## config.mk

```make
export PLATFORM = sky130hd
export DESIGN_NAME = note_recorder
export DESIGN_NICKNAME = d
export VERILOG_FILES = /design/src/rtl/note_recorder.sv
export SDC_FILE = /design/constraint.sdc
export NUM_CORES = 1
export LEC_CHECK = 0
export ABC_CLOCK_PERIOD_IN_PS = 6410
export CAP_MARGIN = 20
export CORE_ASPECT_RATIO = 0.75
export CORE_UTILIZATION = 62
export DETAILED_ROUTE_END_ITERATION = 16
export GPL_TIMING_DRIVEN = 0
export PLACE_DENSITY = 0.91
export SLEW_MARGIN = 20
export SYNTH_ARGS = -nofsm -noshare
export SYNTH_HDL_FRONTEND = slang
export SYNTH_SLANG_ARGS = --single-unit
```

## constraint.sdc

```tcl
create_clock -name CLK -period 6.41 [get_ports CLK]
set_clock_uncertainty 0.05 [all_clocks]
set_input_delay 1.282 -clock CLK [delete_from_list [all_inputs] [get_ports CLK]]
set_output_delay 1.282 -clock CLK [all_outputs]
set_load 0.05 [all_outputs]
```

## src/rtl/note_recorder.sv

```systemverilog
// -----------------------------------------------------------------------------
// note_recorder
//
// Records and replays the note-switch bus of a simple piano. In IDLE and
// RECORD the synchronized switches pass straight through to sw_out. In RECORD
// every change of the switch value closes the current event and stores
// {note, duration in ticks}. Silence (0x00) is stored like any other note.
// In PLAY the stored events drive sw_out, each for its recorded duration.
//
// Parameters
//   DEPTH    : maximum stored events (power of two, 2..256)
//   TICK_DIV : CLK cycles per duration tick
//   DUR_W    : width of a stored duration; longer notes are split into
//              several entries of 2^DUR_W-1 ticks
//
// Ports
//   CLK      : system clock, all state on the rising edge
//   RESET    : asynchronous, active-high reset
//   sw_in    : raw note switches (bit 7 = C4 ... bit 0 = C5), asynchronous
//   btn_rec  : raw record button level, asynchronous
//   btn_play : raw play button level, asynchronous
//   sw_out   : registered note bus towards the piano
//   mode     : 00 IDLE, 01 RECORD, 10 PLAY
//   count    : number of stored events
//   full     : last recording stopped because the buffer filled up
//
// Configuration
//   NOTE_RECORDER_LOOP_EN : when defined, PLAY wraps from the last entry back
//                           to entry 0 until a play press or RESET; otherwise
//                           PLAY is one-shot.
// -----------------------------------------------------------------------------
module note_recorder #(
  parameter int DEPTH    = 16,
  parameter int TICK_DIV = 1000000,
  parameter int DUR_W    = 8
) (
  input  logic                   CLK,
  input  logic                   RESET,
  input  logic [7:0]             sw_in,
  input  logic                   btn_rec,
  input  logic                   btn_play,
  output logic [7:0]             sw_out,
  output logic [1:0]             mode,
  output logic [$clog2(DEPTH):0] count,
  output logic                   full
);

  localparam int AW = $clog2(DEPTH);
  localparam int CW = AW + 1;
  localparam int PW = (TICK_DIV > 1) ? $clog2(TICK_DIV) : 1;

  localparam logic [PW-1:0]    PRESC_LAST = PW'(TICK_DIV - 1);
  localparam logic [DUR_W-1:0] DUR_MAX    = '1;
  localparam logic [CW-1:0]    DEPTH_C    = CW'(DEPTH);

  typedef enum logic [1:0] {
    S_IDLE   = 2'b00,
    S_RECORD = 2'b01,
    S_PLAY   = 2'b10
  } state_t;

  typedef struct packed {
    logic [7:0]       note;
    logic [DUR_W-1:0] dur;
  } entry_t;

  // ---------------------------------------------------------------------------
  // Input synchronizers and button edge detectors
  // ---------------------------------------------------------------------------
  logic [7:0] sw_meta;
  logic [7:0] sw_sync;
  logic [1:0] btn_meta;   // [1] = rec, [0] = play
  logic [1:0] btn_sync;
  logic [1:0] btn_prev;
  logic       rec_edge;
  logic       play_edge;

  // NOTE: sequential state is written with non-blocking assignments only, so
  // every flop samples the values from before the clock edge.
  always_ff @(posedge CLK or posedge RESET) begin
    if (RESET) begin
      sw_meta  <= '0;
      sw_sync  <= '0;
      btn_meta <= '0;
      btn_sync <= '0;
      btn_prev <= '0;
    end else begin
      sw_meta  <= sw_in;
      sw_sync  <= sw_meta;
      btn_meta <= {btn_rec, btn_play};
      btn_sync <= btn_meta;
      btn_prev <= btn_sync;
    end
  end

  // Edges are taken from the second synchronizer stage, so a press arrives
  // in the same cycle as a switch change made at the same moment.
  assign rec_edge  = btn_sync[1] & ~btn_prev[1];
  assign play_edge = btn_sync[0] & ~btn_prev[0];

  // ---------------------------------------------------------------------------
  // State and datapath registers
  // ---------------------------------------------------------------------------
  state_t           state,    state_nx;
  logic [PW-1:0]    presc,    presc_nx;
  logic [DUR_W-1:0] elapsed,  elapsed_nx;
  logic [AW-1:0]    idx,      idx_nx;
  logic [CW-1:0]    cnt,      cnt_nx;
  logic             full_q,   full_nx;
  logic [7:0]       cur_note, cur_note_nx;
  logic [7:0]       sw_out_q, sw_out_nx;

  always_ff @(posedge CLK or posedge RESET) begin
    if (RESET) begin
      state    <= S_IDLE;
      presc    <= '0;
      elapsed  <= '0;
      idx      <= '0;
      cnt      <= '0;
      full_q   <= 1'b0;
      cur_note <= '0;
      sw_out_q <= '0;
    end else begin
      state    <= state_nx;
      presc    <= presc_nx;
      elapsed  <= elapsed_nx;
      idx      <= idx_nx;
      cnt      <= cnt_nx;
      full_q   <= full_nx;
      cur_note <= cur_note_nx;
      sw_out_q <= sw_out_nx;
    end
  end

  // ---------------------------------------------------------------------------
  // Event buffer
  // ---------------------------------------------------------------------------
  entry_t        mem [DEPTH];
  logic          wr_en;
  logic [AW-1:0] wr_addr;
  entry_t        wr_data;

  // NOTE: the event buffer has no reset; entries at or above count are never
  // read, so their power-up contents cannot reach sw_out.
  always_ff @(posedge CLK) begin
    if (wr_en) begin
      mem[wr_addr] <= wr_data;
    end
  end

  // ---------------------------------------------------------------------------
  // Shared timing terms
  // ---------------------------------------------------------------------------
  logic             tick;
  logic [PW-1:0]    presc_inc;
  logic [DUR_W:0]   ticks_now;   // ticks of the current event, this cycle included
  logic [DUR_W-1:0] dur_store;
  logic [CW-1:0]    cnt_inc;
  logic [AW-1:0]    idx_inc;
  logic             last_entry;
  logic             change;
  logic             split;

  assign tick      = (presc == PRESC_LAST);
  assign presc_inc = tick ? '0 : presc + PW'(1);
  assign ticks_now = {1'b0, elapsed} + {{DUR_W{1'b0}}, tick};
  // An event shorter than one tick still lasts one tick on replay.
  assign dur_store = (ticks_now == '0) ? DUR_W'(1) : ticks_now[DUR_W-1:0];
  assign cnt_inc   = cnt + CW'(1);
  assign idx_inc   = idx + AW'(1);
  assign last_entry = ({1'b0, idx} == (cnt - CW'(1)));
  assign change    = (sw_sync != cur_note);
  assign split     = (ticks_now == {1'b0, DUR_MAX});

  // ---------------------------------------------------------------------------
  // Next-state and datapath control
  // ---------------------------------------------------------------------------
  // NOTE: every signal driven here gets a default first, so no path through
  // the case statement can leave a value held (which would infer a latch).
  always_comb begin
    state_nx    = state;
    presc_nx    = presc_inc;
    elapsed_nx  = elapsed;
    idx_nx      = idx;
    cnt_nx      = cnt;
    full_nx     = full_q;
    cur_note_nx = cur_note;
    sw_out_nx   = sw_sync;
    wr_en       = 1'b0;
    wr_addr     = cnt[AW-1:0];
    wr_data     = '{note: cur_note, dur: dur_store};

    case (state)
      S_IDLE: begin
        if (rec_edge) begin
          // New take: forget the old one and start timing the present value.
          state_nx    = S_RECORD;
          cnt_nx      = '0;
          full_nx     = 1'b0;
          cur_note_nx = sw_sync;
          presc_nx    = '0;
          elapsed_nx  = '0;
        end else if (play_edge && (cnt != '0)) begin
          state_nx   = S_PLAY;
          idx_nx     = '0;
          presc_nx   = '0;
          elapsed_nx = '0;
          sw_out_nx  = mem[0].note;
        end
      end

      S_RECORD: begin
        if (tick) begin
          elapsed_nx = ticks_now[DUR_W-1:0];
        end
        // A change, a stop press or a duration at its ceiling all close the
        // in-progress event; for a split the "new" note is the same note.
        if (rec_edge || change || split) begin
          wr_en       = 1'b1;
          cnt_nx      = cnt_inc;
          cur_note_nx = sw_sync;
          presc_nx    = '0;
          elapsed_nx  = '0;
          if (rec_edge) begin
            state_nx = S_IDLE;
          end
          if (cnt_inc == DEPTH_C) begin
            full_nx  = 1'b1;
            state_nx = S_IDLE;
          end
        end
      end

      S_PLAY: begin
        sw_out_nx = sw_out_q;
        if (play_edge) begin
          state_nx = S_IDLE;
          sw_out_nx = sw_sync;
        end else if (tick) begin
          if (ticks_now == {1'b0, mem[idx].dur}) begin
            // Entry expired; the prescaler has just wrapped to 0 on its own.
            elapsed_nx = '0;
            if (last_entry) begin
`ifdef NOTE_RECORDER_LOOP_EN
              idx_nx    = '0;
              sw_out_nx = mem[0].note;
`else
              state_nx  = S_IDLE;
              sw_out_nx = sw_sync;
`endif
            end else begin
              idx_nx    = idx_inc;
              sw_out_nx = mem[idx_inc].note;
            end
          end else begin
            elapsed_nx = ticks_now[DUR_W-1:0];
          end
        end
      end

      default: begin
        state_nx = S_IDLE;
      end
    endcase
  end

  assign sw_out = sw_out_q;
  assign mode   = state;
  assign count  = cnt;
  assign full   = full_q;

endmodule

```

; Word-level counts from Yosys, hierarchy flattened
; Memories as Yosys holds them, arrays and structs flattened.
; Cells that the tools add are included.
[word_totals]
register_bits = 78
ramBits = 256
memories = 1
output_inout_bits = 16
input_bits = 12
wordCells = 113
[memory_table]
columns = name, depth, width, rd, rd_clocked_by_memory_dff, write_ports, line
row1 = mem, 16, 16, 3, 0, 1, 138  ; entry_t mem [DEPTH];
[op_classes]
bitwise_logic = 4
eq_ne = 23
reduce_logical = 15
n_mux = 52
addsub = 5
[ops]
columns = cell, count
row1 = $mux W8, 16
row2 = $mux W20, 4
row3 = $pmux W20 S2, 1
row4 = $pmux W8 S2, 2
row5 = $mux W4, 6
row6 = $pmux W8 S3, 1
row7 = $add A20 B1 Y20 const B, 1
row8 = $eq A20 B20 Y1 const B, 1
row9 = $mux W2, 9
row10 = $ne A2 B2 Y1 const B, 9
row11 = $ne A3 B3 Y1 const B, 6
row12 = $mux W5, 2
row13 = $pmux W5 S2, 1
row14 = $add A8 B1 Y9, 1
row15 = $eq A9 B8 Y1, 1
row16 = $eq A9 B8 Y1 const B, 1
row17 = $logic_not A9 Y1, 1
row18 = $ne A8 B8 Y1, 1
row19 = $pmux W4 S2, 1
row20 = $mux W1, 7
row21 = $reduce_and A7 Y1, 1
row22 = $pmux W2 S3, 1
row23 = $reduce_and A6 Y1, 1
row24 = $add A5 B1 Y5 const B, 1
row25 = other kinds (19), 23

; Depth between registers and ports, before layout
; Gate-level depths: netlist of the first run.
[logic_depth]
depth_word = 8
mapped_depth = 16
ltp_nobuf = 15

; Least setup slack after synthesis of the first run
; Ideal clock, no wire load.
[synth_path]
path_type = reg-to-reg
startpoint = register presc[0]
endpoint = memory mem[3][0] in the netlist's numbering, enable pin
stages_incl_launch_ff = 14
arrival_ns = 4.141
setup_time_ns = 0.409
synth_period_minus_slack_ns = 4.601
setup_slack_ns = 1.809
required_time_ns = 5.951
path_buffers = 0
cell_sequence = dfrtp_1 > ha_1 > and3_1 > nand4_1 > nor4_1 > ha_1 > ha_1 > nand3_1 > or3_1 > and2_1 > o31ai_1 > and2_1 > nand2_1 > nor3_1
[synth_via]
elab_chain_len = 8
[synth_lines]
columns = element, line
row1 = from (decl), 105  ; logic [PW-1:0] presc, presc_nx;
row2 = from (signal assigned), 125  ; presc <= presc_nx;
row3 = $eq A20 B20 Y1, 164  ; assign tick = (presc == PRESC_LAST);
row4 = $add A8 B1 Y9, 166  ; assign ticks_now = {1'b0, elapsed} + {{DUR_W{1'b0}}, tick};
row5 = $eq A9 B8 Y1, 173  ; assign split = (ticks_now == {1'b0, DUR_MAX});
row6 = $logic_or A1 B1 Y1, 218  ; if (rec_edge || change || split) begin
row7 = $mux W1, 218
row8 = $mux W1, 193  ; case (state)
row9 = $mux W1, 146  ; if (wr_en) begin
row10 = $mux W1 (not written as such), 147  ; mem[wr_addr] <= wr_data;
row11 = to (decl), 138
; No other way between the ends.

; Final worst setup path of the first run
[layout_path]
startpoint = register presc[0]
endpoint = memory mem[2][14] in the netlist's numbering, enable pin
; The elaborated chain is that of the path after synthesis.

==> flow_summary.json, run 1 <==
{
  "dpl_worst_slack_ps": 1177,
  "wire_per_inst_um": 26.75,
  "dp_hpwl_um": 20510,
  "synth_ff_type": "edfxtp_1",
  "drtPass1Iterations": 6,
  "syn_nets": 878,
  "hold_end": "sw_sync[4]",
  "crit_type": "reg2reg",
  "synth_edf_count": 256,
  "cts_buffers": 29,
  "clkPwrFrac": 0.325,
  "pwr_density_cell_nw_per_um2": 343.1,
  "drc": 0,
  "power_switching_mw": 1.575,
  "start_kind": "register",
  "die_x_um": 174.2,
  "wl_um": 33220,
  "rsz0062_at_grt": "no",
  "fillers": 1142,
  "crit_family": "simple AND/OR/NAND/NOR gates",
  "dpl_cell_area_um2": 14710,
  "ys_warn_count": 0,
  "grt_max_degree": 56,
  "ant_nets": 0,
  "core_area_um2": 21470,
  "async_flop_share": 0.2335,
  "end_kind": "register",
  "path_max_fanout": 8,
  "leakagePower_nw": 5.536,
  "holdWs_ps": 298.2,
  "synthDistinctLibCells": 60,
  "num_antenna_cells": 0,
  "cts_resized": 0,
  "yosysMostFrequentCell": "edfxtp_1",
  "drive_above_1_share": 0.1698,
  "worstPathRequired_ps": 6630,
  "r2r_start": "presc[0]",
  "clock_path_buffers": 3,
  "max_cap_viol_count": 0,
  "grt_pass1_wl_um": 50540,
  "rr_endpoint": "mem[2][14]",
  "crit_buf_inv": 2,
  "grt_overflow": 0,
  "ys_seq_area_frac": 0.6990,
  "worstHoldStart": "sw_meta[4]",
  "place_congestion": 0.8720,
  "r2r_cells": 15,
  "synth_area_leaders": "edfxtp_1 (56%), dfrtp_1 (14%), mux4_2 (9.1%)",
  "layout_worst_path_cycle_share": 0.8434,
  "stdcell_area_um2": 15650,
  "avgSynthCellArea_um2": 16.13,
  "max-vdd-ir-drop_uv": 311.8,
  "finalSetupViolCount": 0,
  "max_freq_mhz": 185.0,
  "row_count": 46,
  "grt_antenna_before_repair": 0,
  "cts_setup_buffers": 0,
  "hp-class": "reg2reg",
  "synth_common_cells": "edfxtp_1 (256), dfrtp_1 (78), nand2_1 (65), nor2_1 (64), mux4_2 (56)",
  "drt-initial-drc-count": 1226,
  "die-area_um2": 22850,
  "max_slew_margin": 0.2569,
  "die_h_um": 131.2,
  "yosysTopAreaCell": "edfxtp_1",
  "p_int_mw": 3.795,
  "critPathMaxStageDelay_ps": 980,
  "vias": 8296,
  "seq_area_um2": 9639,
  "max_slew.worst_pin.slew_ps": 1104,
  "hold_viol": 0,
  "holdBufCountCts": 0,
  "grt_pass1_vias": 8388,
  "period_minus_slack_ps": 5406,
  "cts.clk_slew.worst_paths_ps": 70,
  "h-tree-depth": 1,
  "clock-sinks": 334,
  "ys_ff_latch": 334,
  "regToRegSetupSlack_ps": 1000,
  "nets": 954,
  "io_pins": 28,
  "clk_latency_ps": 570,
  "p_total_mw": 5.370,
  "cts_tree": "done",
  "hold_depth": 0,
  "grt_util_all_layers": 0.3003,
  "setup_slack_ps": 1004,
  "areaGrowthSynthToFinish_pct": 13.48,
  "p_comb_frac": 0.165,
  "switching_share": 0.2932,
  "cp.arrival_ps": 5630,
  "io_buffers": 27,
  "avgViaCountPerCell": 6.680,
  "slew_violations": 0,
  "power.share.sequential": 0.511,
  "startpoint": "presc[0]",
  "synth_area_um2": 13790,
  "critPathSlowestCell": "nor4_1",
  "status": "finished clean",
  "path_cells": "ha_1, and3_1, nand4_1, nor4_1, ha_1, ha_1, nand3_1, or3_1, and2_1, o31ai_1, and2_1, nand2_1, nor3_2, buf_4, buf_4",
  "syn_inst": 855,
  "synth_top_area_share": 0.5574,
  "multiInputGateArea_um2": 3950,
  "root_buffer": "clkbuf_16",
  "worst_path_most_repeated_cell": "ha_1",
  "finalSetupTns_ps": 0,
  "initial_core_util": 0.6424
}
==> power by group through the flow <==
stage                     combinational, mW  clock [mW]  sequential, mW
after CTS                             0.866        1.75            2.74
after global routing                  0.934        1.83            2.76
after floorplan                       0.447           0            2.83
final                                 0.884        1.74            2.74
after global placement                0.783           0            2.76
after detailed placement              0.832           0            2.78
==> area by class of cell <==
class,count,area share
plain buffers,37,0.01207
clock buffers,44,0.05221
clock inverters,10,0.007435
well taps,288,0.02303
inverters,22,0.005437
flip-flops and latches,334,0.6159
multi-input cells,462,0.2524
repair buffers,45,0.03150
==> per-layer routing <==
| metal | vias up | routed length [um] | track usage |
|---|---|---|---|
| met5 | - | 0 | 0 |
| met4 | 0 | 1277 | 0.1101 |
| met3 | 125 | 3950 | 0.06597 |
| met2 | 669 | 16030 | 0.4792 |
| met1 | 4087 | 11960 | 0.4115 |
| li1 | 3415 | - | - |
==> flip-flops by register name, indices dropped and copies added (netlist names) <==
name,flops
cur_note,8
mode,2
btn_sync,2
idx,4
btn_meta,2
count,5
elapsed,8
presc,20
mem,256
sw_out,8
btn_prev,2
full,1
sw_meta,8
sw_sync,8
==> placed cells by master (no fill, tap or decap), drive strengths merged, types with 2 or more instances in the layout <==
cell and instances:
a211oi 7, a21o 8, a21oi 13, a221oi 3, a22o 10, a22oi 13
a31oi 11, and2 5, and3 7, buf 35, bufinv 2, clkbuf 64
clkdlybuf4s50 27, clkinv 5, clkinvlp 2, dfrtp 78, edfxtp 256, ha 11
inv 23, mux2 4, mux2i 32, mux4 56, nand2 65, nand2b 6
nand3 28, nand3b 2, nand4 8, nor2 64, nor2b 13, nor3 14
nor4 2, o21ai 12, or2 3, or3 5, xnor2 23, xor2 20
==> kinds of logic after synthesis <==
group	share of synthesized area
AOI/OAI and AO/OA	0.05045
xor gates and xnor gates	0.02731
adders and majority gates	0.009980
buffers and inverters	0.01969
DFF	0.6990
muxes	0.1179
and+or+nand+nor	0.07567
==> worst max path at each step <==
stage / to / slack [ps] / cells after the start
after detailed placement: mem[13][14] / 1180 / 14
after global placement: mem[0][14] / -40 / 13
after CTS: mem[13][13] / 1130 / 14
final: mem[2][14] / 1000 / 15
after global routing: mem[2][13] / 750 / 15
after floorplan: mem[3][0] / 1810 / 13
==> metrics by stage <==
step / instances / util
2_1_floorplan: 855 / -
3_3_place_gp: 1170 / 0.6718
3_5_place_dp: 1188 / 0.6853
4_1_cts: 1242 / 0.7288
5_1_grt: 1242 / 0.7290
6_report: 1242 / 0.7290
No activity file was read; power rests on OpenSTA's default activity.
==> run 2: changes to the inputs <==
--- a/config.mk
+++ b/config.mk
@@ -5,13 +5,13 @@
 export SDC_FILE = /design/constraint.sdc
 export NUM_CORES = 1
 export LEC_CHECK = 0
-export ABC_CLOCK_PERIOD_IN_PS = 6410
+export ABC_CLOCK_PERIOD_IN_PS = 4800
 export CAP_MARGIN = 20
 export CORE_ASPECT_RATIO = 0.75
-export CORE_UTILIZATION = 62
+export CORE_UTILIZATION = 56
 export DETAILED_ROUTE_END_ITERATION = 16
 export GPL_TIMING_DRIVEN = 0
-export PLACE_DENSITY = 0.91
+export PLACE_DENSITY = 0.88
 export SLEW_MARGIN = 20
 export SYNTH_ARGS = -nofsm -noshare
 export SYNTH_HDL_FRONTEND = slang
==> constraint.sdc (replaced) <==
create_clock -name CLK -period 4.8 [get_ports CLK]
set_clock_uncertainty 0.05 [all_clocks]
set_input_delay 0.96 -clock CLK [delete_from_list [all_inputs] [get_ports CLK]]
set_output_delay 0.96 -clock CLK [all_outputs]
set_load 0.05 [all_outputs]
==> flow_summary.json, run 2 (synthesis results as in run 1) <==
{
  "layout_common_cells": "edfxtp_1 (256), dfrtp_1 (78), nand2_1 (65), mux4_2 (56), nor2_1 (52)",
  "crit_type": "reg2reg",
  "clk_latency_ps": 560,
  "row_count": 49,
  "max_freq_mhz": 215.6,
  "cts.clk_slew.worst_paths_ps": 80,
  "drtPass1Iterations": 5,
  "cts_tree": "done",
  "period_minus_slack_ps": 4638,
  "grt_max_degree": 60,
  "drt-initial-drc-count": 1033,
  "wire_per_inst_um": 24.81,
  "max_slew.worst_pin.slew_ps": 960.4,
  "finalSetupViolCount": 0,
  "critPathSlowestCell": "nor2_2",
  "h-tree-depth": 1,
  "die_h_um": 137.9,
  "drive_above_1_share": 0.1738,
  "die-area_um2": 25260,
  "max_slew_margin": 0.3554,
  "slew_violations": 0,
  "clock_path_buffers": 3,
  "nets": 956,
  "hold_viol": 0,
  "cp.arrival_ps": 4850,
  "layout_commonest_cell": "edfxtp_1",
  "holdBufCountCts": 0,
  "core_area_um2": 24090,
  "drc": 0,
  "avgViaCountPerCell": 6.360,
  "grt_overflow": 0,
  "dp_hpwl_um": 20290,
  "reg.largest.list": "mem x256, presc x20",
  "fillers": 1522,
  "worstPathRequired_ps": 5010,
  "largest_reg_flops": 256,
  "layout_worst_path_cycle_share": 0.9662,
  "grt_antenna_before_repair": 0,
  "place_congestion": 0.8625,
  "clock-sinks": 334,
  "start_kind": "register",
  "cts_buffers": 28,
  "vias": 8179,
  "hp-class": "reg2reg",
  "worst_path_most_repeated_cell": "ha_1",
  "leakagePower_nw": 5.514,
  "grt_pass1_vias": 7990,
  "critPathMaxStageDelay_ps": 620,
  "path_max_fanout": 9,
  "io_pins": 28,
  "ant_nets": 0,
  "grt_util_all_layers": 0.2553,
  "max-vdd-ir-drop_uv": 489.2,
  "num_antenna_cells": 0,
  "io_buffers": 27,
  "final_cells": 1286,
  "top_register": "mem",
  "path_cells": "ha_1, and3_1, nand4_1, nor4_4, ha_1, ha_1, nand3_1, or3_1, and2_1, o31ai_1, and2_1, nand2_1, nor2_2, buf_8",
  "max_cap_viol_count": 0,
  "placed_cells": 1231,
  "wl_um": 31900,
  "finish.utilization": 0.6523,
  "die_x_um": 183.2,
  "initial_core_util": 0.5724,
  "root_buffer": "clkbuf_16",
  "end_kind": "register",
  "status": "finished clean",
  "areaGrowthSynthToFinish_pct": 13.97,
  "grt_pass1_wl_um": 47170,
  "pwr_density_cell_nw_per_um2": 442.6
}
==> run 2: repair_timing <==
item                       in CTS  in global routing
pin swaps                       1                  1
buffers inserted                2                  1
setup endpoints to repair     315                263
resized for setup               9                  2
==> run 2: final timing paths <==
kind / cells past startpoint / slack [ps] / startpoint / to
max: 14 / 160 / presc[0] / mem[9][8]
min: 0 / 300 / btn_meta[0] / btn_sync[0]
max reg2reg: 14 / 160 / presc[0] / mem[9][8]
min reg2reg: 0 / 300 / btn_meta[0] / btn_sync[0]
max in group asynchronous: 3 / 3470 / RESET / presc[14]
min in group asynchronous: 2 / 640 / RESET / cur_note[5]
==> run 2: area by class of cell <==
class	count	area (um^2)	share of cell area
Clock buffer	32	715.7	0.04553
Tap cell	331	414.1	0.02635
Buffer	37	191.4	0.01218
Timing Repair Buffer	48	524.3	0.03335
Clock inverter	20	138.9	0.008836
Sequential cell	334	9639	0.6133
Multi-Input combinational cell	462	4009	0.2551
Inverter	22	85.08	0.005413
==> run 2: critical path: cells and delay by family (launching register included) <==
kind                     cells  cell delay, ps
AO/OA/AOI/OAI                1             250
adder cells (fa/ha/maj)      3             680
flip-flops                   1             390
AND/OR/NAND/NOR              9            2710
buffers and inverters        1             240
==> run 2: per-layer routing <==
metal	GRT usage	routed length, um	share of wire	up-vias
li1	-	-	-	3423
met4	0.09444	992	0.031	0
met5	0	0	0	-
met1	0.3474	12300	0.39	4123
met3	0.05672	3294	0.10	93
met2	0.4100	15310	0.48	540
==> run 2: stage by stage <==
stage	hold slack (ps)	total power [mW]	worst slack (ps)	TNS, ps	cell area [um^2]
2_1_floorplan	281.2	4.378	199.3	0	13790
3_3_place_gp	281.4	4.735	-1787	-283550	14480
3_5_place_dp	287.9	4.805	-461.5	-85260	14760
4_1_cts	299.7	6.928	9.864	0	15700
5_1_grt	304.4	7.167	-30.80	-623.8	15720
6_report	298.6	6.957	162.1	0	15720
==> run 2: power breakdown <==
group | total (mW) | switching (mW) | internal (mW)
clock network | 2.16 | 1.03 | 1.13
logic | 1.16 | 0.782 | 0.374
registers | 3.64 | 0.241 | 3.40
==> run 3: changes to the inputs <==
==> constraint.sdc (replaced) <==
create_clock -name CLK -period 4.8 [get_ports CLK]
set_clock_uncertainty 0.05 [all_clocks]
set_input_delay 0.96 -clock CLK [delete_from_list [all_inputs] [get_ports CLK]]
set_output_delay 0.96 -clock CLK [all_outputs]
set_load 0.01 [all_outputs]
==> results of run 3 <==
Same layout as run 2 (identical final DEF). Status: finished clean.
Among the figures that moved: total power 6.957 mW -> 6.810 mW; worst IR drop on VDD 489.2 uV -> 481.6 uV
==> edit (config.mk and constraints of run 2) <==
Put one more register stage on the output `count`, with the module's reset. The value now appears one clock later. The other outputs are not delayed to match.
--- a/src/rtl/note_recorder.sv
+++ b/src/rtl/note_recorder.sv
@@ -268,3 +268,9 @@
   assign mode   = state;
-  assign count  = cnt;
+  always_ff @(posedge CLK or posedge RESET) begin
+    if (RESET) begin
+      count <= '0;
+    end else begin
+      count <= cnt;
+    end
+  end
   assign full   = full_q;
Check against the original RTL: not equivalent (Yosys sat finds a counterexample within 10 cycles, from zero or initial values and one cycle with RESET high).
==> edit against run 2 <==
The run now ends with capacitance limit, slew limit left; sequential cell count rose by 5; area after synthesis rose by 1.5%; synthesized cell count fell by 3.7%; sequential power rose by 3%; maximum frequency fell by 2.3%; power rose by 7.6%; count of clock-buffer cells in the layout rose by 8; clock power rose by 12%; final cell count fell by 0.47%; setup slack got worse by 0.11 ns; utilization rose by 2.8 points; cell area rose by 4.8%; routed wire length rose by 19%; largest cell class unchanged; largest power group unchanged; highest routed layer unchanged.
==> edit: results <==
<?xml version="1.0" encoding="UTF-8"?>
<metrics>
  <group name="run_status">
    <metric name="status" unit="">finished, violations left</metric>
    <metric name="violations" unit="">capacitance limit, slew limit</metric>
  </group>
  <group name="synth">
    <metric name="postSynthNetCount" unit="">846</metric>
    <metric name="part_of_the_yosys_area_used_for_sequential_elements" unit="%">69.8</metric>
    <metric name="post_synth_main_area_contributors" unit="">sky130_fd_sc_hd__edfxtp_1, sky130_fd_sc_hd__dfrtp_1, sky130_fd_sc_hd__mux4_2</metric>
    <metric name="synth_top_cells_by_count" unit="">sky130_fd_sc_hd__edfxtp_1, sky130_fd_sc_hd__dfrtp_1, sky130_fd_sc_hd__nand2_1, sky130_fd_sc_hd__mux4_2, sky130_fd_sc_hd__nor2_1</metric>
    <metric name="synthDistinctLibCells" unit="">54</metric>
    <metric name="asyncSetResetFlopFracSynth" unit="%">24.5</metric>
    <metric name="synth_ff_type" unit="">sky130_fd_sc_hd__edfxtp_1</metric>
  </group>
  <group name="clock_tree">
    <metric name="clk-insertion-delay-late" unit="ns">0.59</metric>
    <metric name="cts-buffers-inserted" unit="">31</metric>
  </group>
  <group name="pwr">
    <metric name="p_leak" unit="nW">5.86</metric>
    <metric name="peakVddDrop" unit="V">0.000324</metric>
  </group>
  <group name="routing">
    <metric name="route.layer.met1.wl" unit="um">13200</metric>
    <metric name="routed-wl-met2" unit="um">17000</metric>
    <metric name="vias" unit="">8696</metric>
    <metric name="met3_length" unit="um">5500</metric>
    <metric name="route.final.wire_length" unit="um">37900</metric>
    <metric name="drt-initial-drc-count" unit="">1421</metric>
  </group>
  <group name="cells_and_area">
    <metric name="n_fill_cell" unit="">1385</metric>
    <metric name="final_nets" unit="">947</metric>
  </group>
  <group name="worst_setup_path">
    <metric name="critPathArrivalTime" unit="ns">5.16</metric>
    <metric name="crit_path_max_incr_delay" unit="ns">0.66</metric>
    <metric name="cp_slowest_cell" unit="">sky130_fd_sc_hd__or4_1</metric>
  </group>
  <group name="placed_design">
    <metric name="place_congestion" unit="">0.919</metric>
    <metric name="dp_hpwl" unit="um">21400</metric>
  </group>
  <group name="timing">
    <metric name="finalMaxSlewViolations" unit="">3</metric>
    <metric name="max_slew.worst_pin.slew" unit="ns">1.87</metric>
  </group>
  <group name="global_route">
    <metric name="tot_gr_track_use" unit="%">30.1</metric>
    <metric name="grt_max_degree" unit="">43</metric>
    <metric name="grt_first_pass_wirelength" unit="um">55400</metric>
    <metric name="vias_in_the_first_global_route" unit="">8845</metric>
  </group>
  <group name="job">
    <metric name="cap_viol_max_count" unit="">1</metric>
  </group>
</metrics>
-- edit: changes by cell type after synthesis, sizes merged, moves of 8 or more --
cell / run 2 / this run
mux4: 56 / 65
mux2i: 32 / 21
a22oi: 13 / 0
a21o: 8 / 0
a31oi: 11 / 2
mux2: 4 / 16
a32oi: 0 / 9
nand3b: 2 / 12
nor2: 64 / 46
-- edit: area by class of cell --
class	instances	area, um^2	share of cell area [%]
Timing Repair Buffer	66	758	4.60
Multi-Input combinational cell	433	4280	26.0
Clock buffer	40	840	5.09
Tap cell	331	414	2.51
Inverter	22	85.1	0.516
Clock inverter	18	155	0.941
Buffer	31	180	1.09
Sequential cell	339	9760	59.3
-- edit: worst paths after layout --
path,end,from,slack [ns],cells after the start
worst max-delay path,elapsed[2],presc[0],0.05,13
worst min-delay path,sw_sync[7],sw_meta[7],0.30,0
worst max register to register,elapsed[2],presc[0],0.05,13
worst min register to register,sw_sync[7],sw_meta[7],0.30,0
max in group asynchronous,presc[13],RESET,3.32,3
min in group asynchronous,cur_note[2],RESET,0.73,2
-- edit: cell families (layout without fill, tap and decap cells) --
family / count (synthesis) / after routing / synth area share [%]
buffers and inverters: 53 / 177 / 1.88
flip-flops: 339 / 339 / 69.8
AND/OR/NAND/NOR: 209 / 209 / 7.31
AO/OA/AOI/OAI: 60 / 60 / 3.25
adder cells (fa/ha/maj): 11 / 11 / 0.984
XOR/XNOR: 49 / 51 / 3.33
multiplexers: 102 / 102 / 13.5
-- edit: metal layers --
layer | vias up | GRT usage (%)
li1 | 3381 | -
met4 | 0 | 13.4
met1 | 4277 | 40.9
met3 | 205 | 9.38
met5 | - | 1.71
met2 | 833 | 44.9
-- edit: worst max-delay path: cells and delay by family, from the launching register on --
kind | cells | cell delay [ns]
xor+xnor | 2 | 0.84
simple gates | 5 | 1.51
flops | 1 | 0.39
buf+inv | 1 | 0.25
compound gates | 2 | 0.79
fa+ha+maj | 3 | 0.79
-- edit: timing repair --
action	in CTS	in global routing
setup endpoints to repair	305	313
gates cloned	1	1
resized for setup	9	15
setup buffers	26	4
pin swaps	17	3
-- edit: report_power, final --
| part | switching [mW] | leakage, nW | internal, mW |
|---|---|---|---|
| Combinational | 0.869 | 1.89 | 0.458 |
| Sequential | 0.288 | 3.49 | 3.47 |
| Clock | 1.10 | 0.484 | 1.30 |
-- edit: stage by stage --
| step | std cells | area (um^2) | total power [mW] | setup WS, ns |
|---|---|---|---|---|
| CTS | 1275 | 16300 | 7.36 | -0.0387 |
| floorplan | 823 | 14000 | 4.48 | 0.170 |
| detailed placement | 1190 | 14900 | 4.96 | -0.867 |
| global route | 1280 | 16500 | 7.69 | -0.0469 |
| global placement | 1181 | 14700 | 4.88 | -1.57 |
| finish | 1280 | 16500 | 7.49 | 0.0514 |
